--- src/rtl/reg_arb_pkg.sv ---
// Shared definitions for the register write arbiter: FSM state encoding
// and the default data width of the shared holding register.
package reg_arb_pkg;

    typedef enum logic [1:0] {
        IDLE    = 2'd0,
        WRITE   = 2'd1,
        ACK     = 2'd2,
        RELEASE = 2'd3
    } arb_state_t;

    localparam int DW_DEFAULT = 7;

endpackage

--- src/rtl/shared_reg.sv ---
// Enable-gated holding register shared by all requesters.
// Loads d when en is high, otherwise keeps its own value.
module shared_reg
    import reg_arb_pkg::*;
#(
    parameter int DW = DW_DEFAULT
) (
    input  logic          clk,
    input  logic          reset,
    input  logic          en,
    input  logic [DW-1:0] d,
    output logic [DW-1:0] q
);

    // Storage: async clear, load on enable, recirculate otherwise.
    always_ff @(posedge clk or posedge reset) begin
        if (reset) begin
            q <= '0;
        end else if (en) begin
            q <= d;
        end
    end

endmodule

--- src/rtl/reg_write_arbiter.sv ---
// Round-robin write arbiter in front of a single shared register.
// Each access walks IDLE -> WRITE -> ACK -> RELEASE.
// Optional feature: define REG_ARB_WCOUNT_EN to add the wr_cnt
// completed-write counter port.
module reg_write_arbiter
    import reg_arb_pkg::*;
#(
    parameter int N  = 4,
    parameter int DW = DW_DEFAULT
) (
    input  logic            clk,
    input  logic            reset,
    input  logic [N-1:0]    req,
    input  logic [N*DW-1:0] wdata,
    output logic [N-1:0]    gnt,
    output logic            ack,
    output logic            busy,
    output logic [DW-1:0]   q
`ifdef REG_ARB_WCOUNT_EN
    ,
    output logic [7:0]      wr_cnt
`endif
);

    localparam int IW = (N > 1) ? $clog2(N) : 1;

    arb_state_t     state;
    arb_state_t     state_next;
    logic [N-1:0]   gnt_next;
    logic [IW-1:0]  ptr;
    logic [IW-1:0]  ptr_next;
    logic [IW-1:0]  winner;
    logic [IW-1:0]  winner_next;
    logic [IW-1:0]  search_idx;
    logic           search_found;
    logic           reg_en;
    logic [DW-1:0]  reg_d;

    // Find the first active request starting at ptr and wrapping round.
    always_comb begin
        search_found = 1'b0;
        search_idx   = '0;
        for (int i = 0; i < N; i++) begin
            if (!search_found && req[(int'(ptr) + i) % N]) begin
                search_found = 1'b1;
                search_idx   = IW'((int'(ptr) + i) % N);
            end
        end
    end

    // Next-state, next-grant and pointer advance for the access sequence.
    always_comb begin
        state_next  = state;
        gnt_next    = gnt;
        ptr_next    = ptr;
        winner_next = winner;
        case (state)
            IDLE: begin
                gnt_next = '0;
                if (search_found) begin
                    gnt_next[search_idx] = 1'b1;
                    winner_next          = search_idx;
                    state_next           = WRITE;
                end
            end
            WRITE: begin
                ptr_next   = IW'((int'(winner) + 1) % N);
                state_next = ACK;
            end
            ACK: begin
                state_next = RELEASE;
            end
            RELEASE: begin
                if (!req[winner]) begin
                    gnt_next   = '0;
                    state_next = IDLE;
                end
            end
            default: begin
                gnt_next   = '0;
                state_next = IDLE;
            end
        endcase
    end

    // FSM state, grant, round-robin pointer and captured winner.
    always_ff @(posedge clk or posedge reset) begin
        if (reset) begin
            state  <= IDLE;
            gnt    <= '0;
            ptr    <= '0;
            winner <= '0;
        end else begin
            state  <= state_next;
            gnt    <= gnt_next;
            ptr    <= ptr_next;
            winner <= winner_next;
        end
    end

    assign ack    = (state == ACK);
    assign busy   = (state != IDLE);
    assign reg_en = (state == WRITE);
    assign reg_d  = wdata[int'(winner) * DW +: DW];

    shared_reg #(
        .DW (DW)
    ) u_shared_reg (
        .clk   (clk),
        .reset (reset),
        .en    (reg_en),
        .d     (reg_d),
        .q     (q)
    );

`ifdef REG_ARB_WCOUNT_EN
    // Count every write as the FSM leaves WRITE; wraps naturally at 8 bits.
    always_ff @(posedge clk or posedge reset) begin
        if (reset) begin
            wr_cnt <= '0;
        end else if (state == WRITE) begin
            wr_cnt <= wr_cnt + 8'd1;
        end
    end
`endif

endmodule

--- config.mk ---
export PLATFORM = sky130hd
export DESIGN_NAME = reg_write_arbiter
export DESIGN_NICKNAME = d
export VERILOG_FILES = /design/src/rtl/reg_arb_pkg.sv /design/src/rtl/shared_reg.sv /design/src/rtl/reg_write_arbiter.sv
export SDC_FILE = /design/constraint.sdc
export NUM_CORES = 1
export LEC_CHECK = 0
export CORE_ASPECT_RATIO = 0.6
export CORE_MARGIN = 2
export CORE_UTILIZATION = 44
export DETAILED_ROUTE_END_ITERATION = 12
export PLACE_DENSITY = 0.85
export SETUP_SLACK_MARGIN = 0.3
export SKIP_CTS_REPAIR_TIMING = 1
export SKIP_LAST_GASP = 1
export SLEW_MARGIN = 20
export SYNTH_ARGS = -nofsm -noshare
export SYNTH_HDL_FRONTEND = slang
export SYNTH_SLANG_ARGS = --single-unit
--- constraint.sdc ---
create_clock -name clk -period 2.39 [get_ports clk]
set_input_delay 0.239 -clock clk [delete_from_list [all_inputs] [get_ports clk]]
set_output_delay 0.239 -clock clk [all_outputs]
set_load 0.02 [all_outputs]
==> flow_metrics.env, run 1 <==
export IMPL_ys_warnings_count=0
export IMPL_start_util_pct=46.61
export IMPL_core_sq_um=2180
export IMPL_antenna_cells=0
export IMPL_worst_pin_slew_ns=0.7282
export IMPL_syn_area_sq_um=1016
export IMPL_final_max_slew_violation_count=0
export IMPL_grt_max_degree=18
export IMPL_critPathLaunchType="flip-flop"
export IMPL_io_buffers=46
export IMPL_post_route_period_util_pct=78.50
export IMPL_met3_usage_pct=7.143
export IMPL_fillers=159
export IMPL_ys_types=27
export IMPL_cts_tree="yes"
export IMPL_pwr_density_cell_nw_per_um2=1187
export IMPL_grt_pass1_wl_microns=3912
export IMPL_use_met2_pct=36.87
export IMPL_critPathRequiredTime_ns=2.15
export IMPL_critPathKind="flip-flop to output port"
export IMPL_dr_pass1_iters=4
export IMPL_first_global_vias=841
export IMPL_routedWlPerCell_microns=15.92
export IMPL_finalSetupViolCount=0
export IMPL_worstPathMaxFanout=4
export IMPL_cts_made_buffers=3
export IMPL_synth_top_area_share_pct=41.87
export IMPL_worst_ir_drop_vdd_v=0.0008273
export IMPL_dp_hpwl_microns=1971
export IMPL_antenna_found_initial=0
export IMPL_wirelength_microns=2516
export IMPL_fin_nets=168
export IMPL_synth_cells=81
export IMPL_clockBufferDepth=2
export IMPL_holdCritPathClass="primary input to async pin"
export IMPL_syn_nets=120
export IMPL_synth_top_area_cell="dfrtp_1"
export IMPL_ant_nets=0
export IMPL_fin_setup_tns_ns=0
export IMPL_cts_max_level=1
export IMPL_synthToLayoutAreaGrowth_pct=50.99
export IMPL_vias=864
export IMPL_drt_iter0_markers=27
export IMPL_gp_congestion=0.9417
export IMPL_track_usage_pct=20.60
export IMPL_die_area_sq_um=2722
export IMPL_period_needed_ns=1.876
export IMPL_row_count=13
export IMPL_hold_violations=0
export IMPL_gr_total_overflow=0
export IMPL_slew_headroom_pct=51.01
export IMPL_fmax_mhz=533.0
export IMPL_clkSinkCount=17
export IMPL_run_status="complete, no violations"
export IMPL_ys_seq_area_share_pct=41.87
export IMPL_cts_root_buf="clkbuf_8"
export IMPL_clk_insertion_delay_late_ns=0.26
export IMPL_grtUsageMet1_pct=24.36
export IMPL_synth_area_leaders="dfrtp_1 (42%), mux4_2 (16%), mux2_2 (7.8%)"
export IMPL_hold_slack_ns=0.3766
export IMPL_chipHeight_microns=41.22
export IMPL_rsz0062_at_grt="no"
export IMPL_synth_seq_cells=17
export IMPL_drive_above_1_share_pct=14.84
export IMPL_cts_clk_slew_worst_paths_ns=0.07
export IMPL_cellLeakagePower_uw=0.0006275
export IMPL_worstPathArrival_ns=1.64
export IMPL_cp_end_kind="output port"
export IMPL_avgSynthCellArea_sq_um=12.54
export IMPL_drcViolationCount=0
export IMPL_grt_most_used_layer="met2"
export IMPL_drv_cap=0
export IMPL_die_x_microns=66.04
export IMPL_pin_count=47
export IMPL_vias_per_cell=5.468
export IMPL_clock_skew_ns=0.002147
[report_power, final]
part	leakage (uW)	switching (uW)	internal [uW]
clock network	0.0000255	101	116
logic	0.000397	476	562
registers	0.000205	138	427
total	0.000628	715	1100
[metal layers]
metal	part of all wire [%]	wire (microns)
met1	43	1088
met2	46	1148
met3	10	260
met4	0.72	18
met5	0	0
[registers in the layout, indices dropped and copies added, names as in the netlist]
name / cells
winner: 2
u_shared_reg.q: 7
ptr: 2
gnt: 4
state: 2
[final cells by class]
cell class	count	area (sq um)	area share (%)
flip-flops and latches	17	425.4	27.73
inverters	7	26.28	1.713
clock inverters	1	5.005	0.3263
repair buffers	46	460.4	30.02
clock buffers	3	41.29	2.692
multi-input cells	54	538.0	35.07
well taps	30	37.54	2.447
[cells in the mapped netlist (all sizes together)]
master and number:
dfrtp 17, mux4 8, inv 7, mux2 7, o21ai 7, ha 5
nand2 5, a21oi 2, a32o 2, buf 2, nor2b 2, nor3 2
o21a 2, o31ai 2, a21o 1, a221oi 1, a22oi 1, clkbuf 1
mux2i 1, nand2b 1, nor2 1, nor4 1, o22ai 1, or3 1
xnor2 1
[path summary, 6_finish.rpt]
| check | start | endpoint | cells past startpoint | slack, ns |
|---|---|---|---|---|
| min in group clk | gnt[2]$_DFFE_PP0P_ | gnt[2]$_DFFE_PP0P_ | 1 | 0.50 |
| max | state[0]$_DFFE_PP0P_ | busy | 4 | 0.51 |
| max in group asynchronous | reset | gnt[2]$_DFFE_PP0P_ | 2 | 1.60 |
| min reg2reg | gnt[2]$_DFFE_PP0P_ | gnt[2]$_DFFE_PP0P_ | 1 | 0.50 |
| max reg2reg | winner[1]$_DFFE_PP0P_ | gnt[0]$_DFFE_PP0P_ | 3 | 0.63 |
| min | reset | u_shared_reg.q[3]$_DFFE_PP0N_ | 2 | 0.38 |
[metrics by stage]
| step | utilization, % | cell area [sq um] | std cells | setup WS [ns] | power (uW) |
|---|---|---|---|---|---|
| 3_5_place_dp | 68.25 | 1488 | 154 | 0.4282 | 1612 |
| 2_1_floorplan | - | 1016 | 81 | 0.8941 | 1255 |
| 6_report | 70.38 | 1534 | 158 | 0.5139 | 1820 |
| 4_1_cts | 70.38 | 1534 | 158 | 0.5112 | 1838 |
| 5_1_grt | 70.38 | 1534 | 158 | 0.4430 | 1949 |
| 3_3_place_gp | 68.25 | 1488 | 154 | 0.5751 | 1570 |
[cells in the final DEF (no fill, tap or decap), drive strengths merged, types with 2 or more instances in the layout]
cell type / n
mux4: 8
mux2: 7
a32o: 2
nor3: 2
ha: 5
dfrtp: 17
o31ai: 2
inv: 7
clkbuf: 3
o21ai: 7
nand2: 5
a21oi: 2
clkdlybuf4s50: 46
o21a: 2
nor2b: 2
[cell families (layout without fill, tap and decap cells)]
| logic type | after synthesis | count (layout) | synth area share (%) |
|---|---|---|---|
| AO/OA/AOI/OAI | 19 | 19 | 12.81 |
| buffers and inverters | 10 | 57 | 5.172 |
| AND/OR/NAND/NOR | 13 | 13 | 6.282 |
| adder cells (fa/ha/maj) | 5 | 5 | 6.158 |
| multiplexers | 16 | 16 | 26.85 |
| XOR/XNOR | 1 | 1 | 0.8622 |
| flip-flops | 17 | 17 | 41.87 |
[critical path: stages, from the launching register on]
cell and delay [ns]:
dfrtp_1 0.37, inv_1 0.10, ha_1 0.25, inv_1 0.06, clkdlybuf4s50_1 0.59
Power figures use the tool's default switching activity.
==> run 2: changes to the inputs <==
--- a/config.mk
+++ b/config.mk
@@ -7,9 +7,9 @@
 export LEC_CHECK = 0
 export CORE_ASPECT_RATIO = 0.6
 export CORE_MARGIN = 2
-export CORE_UTILIZATION = 44
+export CORE_UTILIZATION = 40
 export DETAILED_ROUTE_END_ITERATION = 12
-export PLACE_DENSITY = 0.85
+export PLACE_DENSITY = 0.78
 export SETUP_SLACK_MARGIN = 0.3
 export SKIP_CTS_REPAIR_TIMING = 1
 export SKIP_LAST_GASP = 1
==> constraint.sdc (replaced) <==
create_clock -name clk -period 1.8 [get_ports clk]
set_input_delay 0.18 -clock clk [delete_from_list [all_inputs] [get_ports clk]]
set_output_delay 0.18 -clock clk [all_outputs]
set_load 0.02 [all_outputs]
==> run 2 against run 1 <==
Via count increased by 2.2%. Clock skew down 0.0015 ns. Critical path depth is the same. Largest power group unchanged. Highest routed layer is now met3.
==> flow_metrics.env, run 2 (synthesis gave the netlist of run 1 again) <==
export IMPL_cts_clk_slew_worst_paths_ns=0.06
export IMPL_pin_count=47
export IMPL_largest_reg_flops=7
export IMPL_critPathRequiredTime_ns=1.94
export IMPL_first_global_vias=866
export IMPL_fmax_mhz=675.4
export IMPL_final_max_slew_violation_count=0
export IMPL_gr_total_overflow=0
export IMPL_placed_cells=162
export IMPL_drv_cap=0
export IMPL_grt_pass1_wl_microns=4029
export IMPL_reg2reg_depth=3
export IMPL_net_switching_power_uw=1002
export IMPL_grt_max_degree=18
export IMPL_finalSetupViolCount=0
export IMPL_io_buffers=46
export IMPL_fin_nets=178
export IMPL_slew_headroom_pct=57.03
export IMPL_dp_hpwl_microns=1878
export IMPL_cts_max_level=1
export IMPL_layout_cells_non_filler=170
export IMPL_rsz0062_at_grt="yes"
export IMPL_clock_skew_ns=0.0006810
export IMPL_cpMaxStageDelayCell="mux4_2"
export IMPL_worst_pin_slew_ns=0.6438
export IMPL_wirelength_microns=2529
export IMPL_pwr_share_clk_pct=10.4
export IMPL_p_int_uw=1642
export IMPL_cp_end_kind="flip-flop"
export IMPL_drive_above_1_share_pct=25.36
export IMPL_worst_ir_drop_vdd_v=0.0008107
export IMPL_routedWlPerCell_microns=14.88
export IMPL_clk_insertion_delay_late_ns=0.24
export IMPL_holdCritPathClass="primary input to async pin"
export IMPL_period_needed_ns=1.481
export IMPL_cts_tree="yes"
export IMPL_worstPathArrival_ns=1.62
export IMPL_start_util_pct=41.43
export IMPL_cts_made_buffers=3
export IMPL_critPathLaunchType="primary input"
export IMPL_dr_pass1_iters=4
export IMPL_final_common_cell="clkdlybuf4s50_1"
export IMPL_die_area_sq_um=2973
export IMPL_die_x_microns=69.07
export IMPL_post_place_ws_ns=0.03944
export IMPL_mostFrequentLayoutCells="clkdlybuf4s50_1 (42), dfrtp_1 (17), buf_4 (10)"
export IMPL_worst_slack_ns=0.3193
export IMPL_crit_chain="clkdlybuf4s50_1, mux4_2, a21o_1, a32o_1"
export IMPL_seqPwrFrac_pct=25.7
export IMPL_clockBufferDepth=2
export IMPL_hold_violations=0
export IMPL_core_sq_um=2452
export IMPL_track_usage_pct=17.20
export IMPL_drt_iter0_markers=27
export IMPL_cellLeakagePower_uw=0.0007175
export IMPL_chipHeight_microns=43.04
export IMPL_vias=883
export IMPL_clkSinkCount=17
export IMPL_fillers=186
export IMPL_gp_congestion=0.7943
export IMPL_vias_per_cell=5.194
export IMPL_regMostFlops="u_shared_reg.q"
export IMPL_top_regs="u_shared_reg.q x7, gnt x4"
export IMPL_pwr_density_cell_nw_per_um2=1598
export IMPL_max_stage_delay_ns=0.50
export IMPL_cts_root_buf="clkbuf_8"
export IMPL_antenna_cells=0
export IMPL_run_status="complete, no violations"
export IMPL_combPwrFrac_pct=63.8
export IMPL_ant_nets=0
export IMPL_antenna_found_initial=0
export IMPL_row_count=14
export IMPL_post_route_period_util_pct=82.26
export IMPL_synthToLayoutAreaGrowth_pct=62.81
export IMPL_p_sw_share_pct=37.90
export IMPL_critPathKind="primary input to flip-flop"
export IMPL_worstPathMaxFanout=5
export IMPL_hold_slack_ns=0.3274
export IMPL_drcViolationCount=0
[run 2: routing by layer]
layer  GRT usage [%]  share of wire (%)  vias to the layer above
met5               0                  0                        -
met4          0.3922                  0                        0
met3           5.701                5.7                        0
met2           27.12                 50                       27
met1           24.66                 45                      435
li1                -                  -                      421
[run 2: worst paths after layout]
path | startpoint | to | slack, ns
min reg2reg | gnt[3]$_DFFE_PP0P_ | gnt[3]$_DFFE_PP0P_ | 0.49
max in group asynchronous | reset | state[0]$_DFFE_PP0P_ | 1.06
max | req[2] | gnt[0]$_DFFE_PP0P_ | 0.32
max reg2reg | winner[1]$_DFFE_PP0P_ | gnt[0]$_DFFE_PP0P_ | 0.32
min in group clk | req[3] | gnt[1]$_DFFE_PP0P_ | 0.48
min | reset | u_shared_reg.q[0]$_DFFE_PP0N_ | 0.33
[run 2: power groups by stage]
stage	clock network (uW)	registers (uW)	logic, uW
2_1_floorplan	0	800	867
3_3_place_gp	0	674	1470
4_1_cts	283	676	1510
5_1_grt	303	703	1830
3_5_place_dp	0	681	1500
6_report	276	680	1690
[run 2: cell type report]
type	instances	area (sq um)	share of cell area, %
clock buffer	4	45.04	2.723
timing repair buffer	56	545.5	32.98
inverter	7	26.28	1.588
sequential	17	425.4	25.72
multi-input combinational	54	571.8	34.57
tap	32	40.04	2.421
[run 2: per-stage QoR]
step                      utilization [%]   TNS, ns  instance area (sq um)  total power (uW)
after CTS                           64.44  -0.01775                   1580              2470
after global placement              62.60         0                   1535              2141
final                               67.45         0                   1654              2644
after detailed placement            62.60         0                   1535              2183
after global routing                67.45         0                   1654              2838
after floorplan                         -         0                   1016              1667
[run 2: critical path, delay by kind of cell]
kind            cells  cell delay, ns
mux                 1            0.50
compound gates      2            0.45
buf+inv             1            0.48
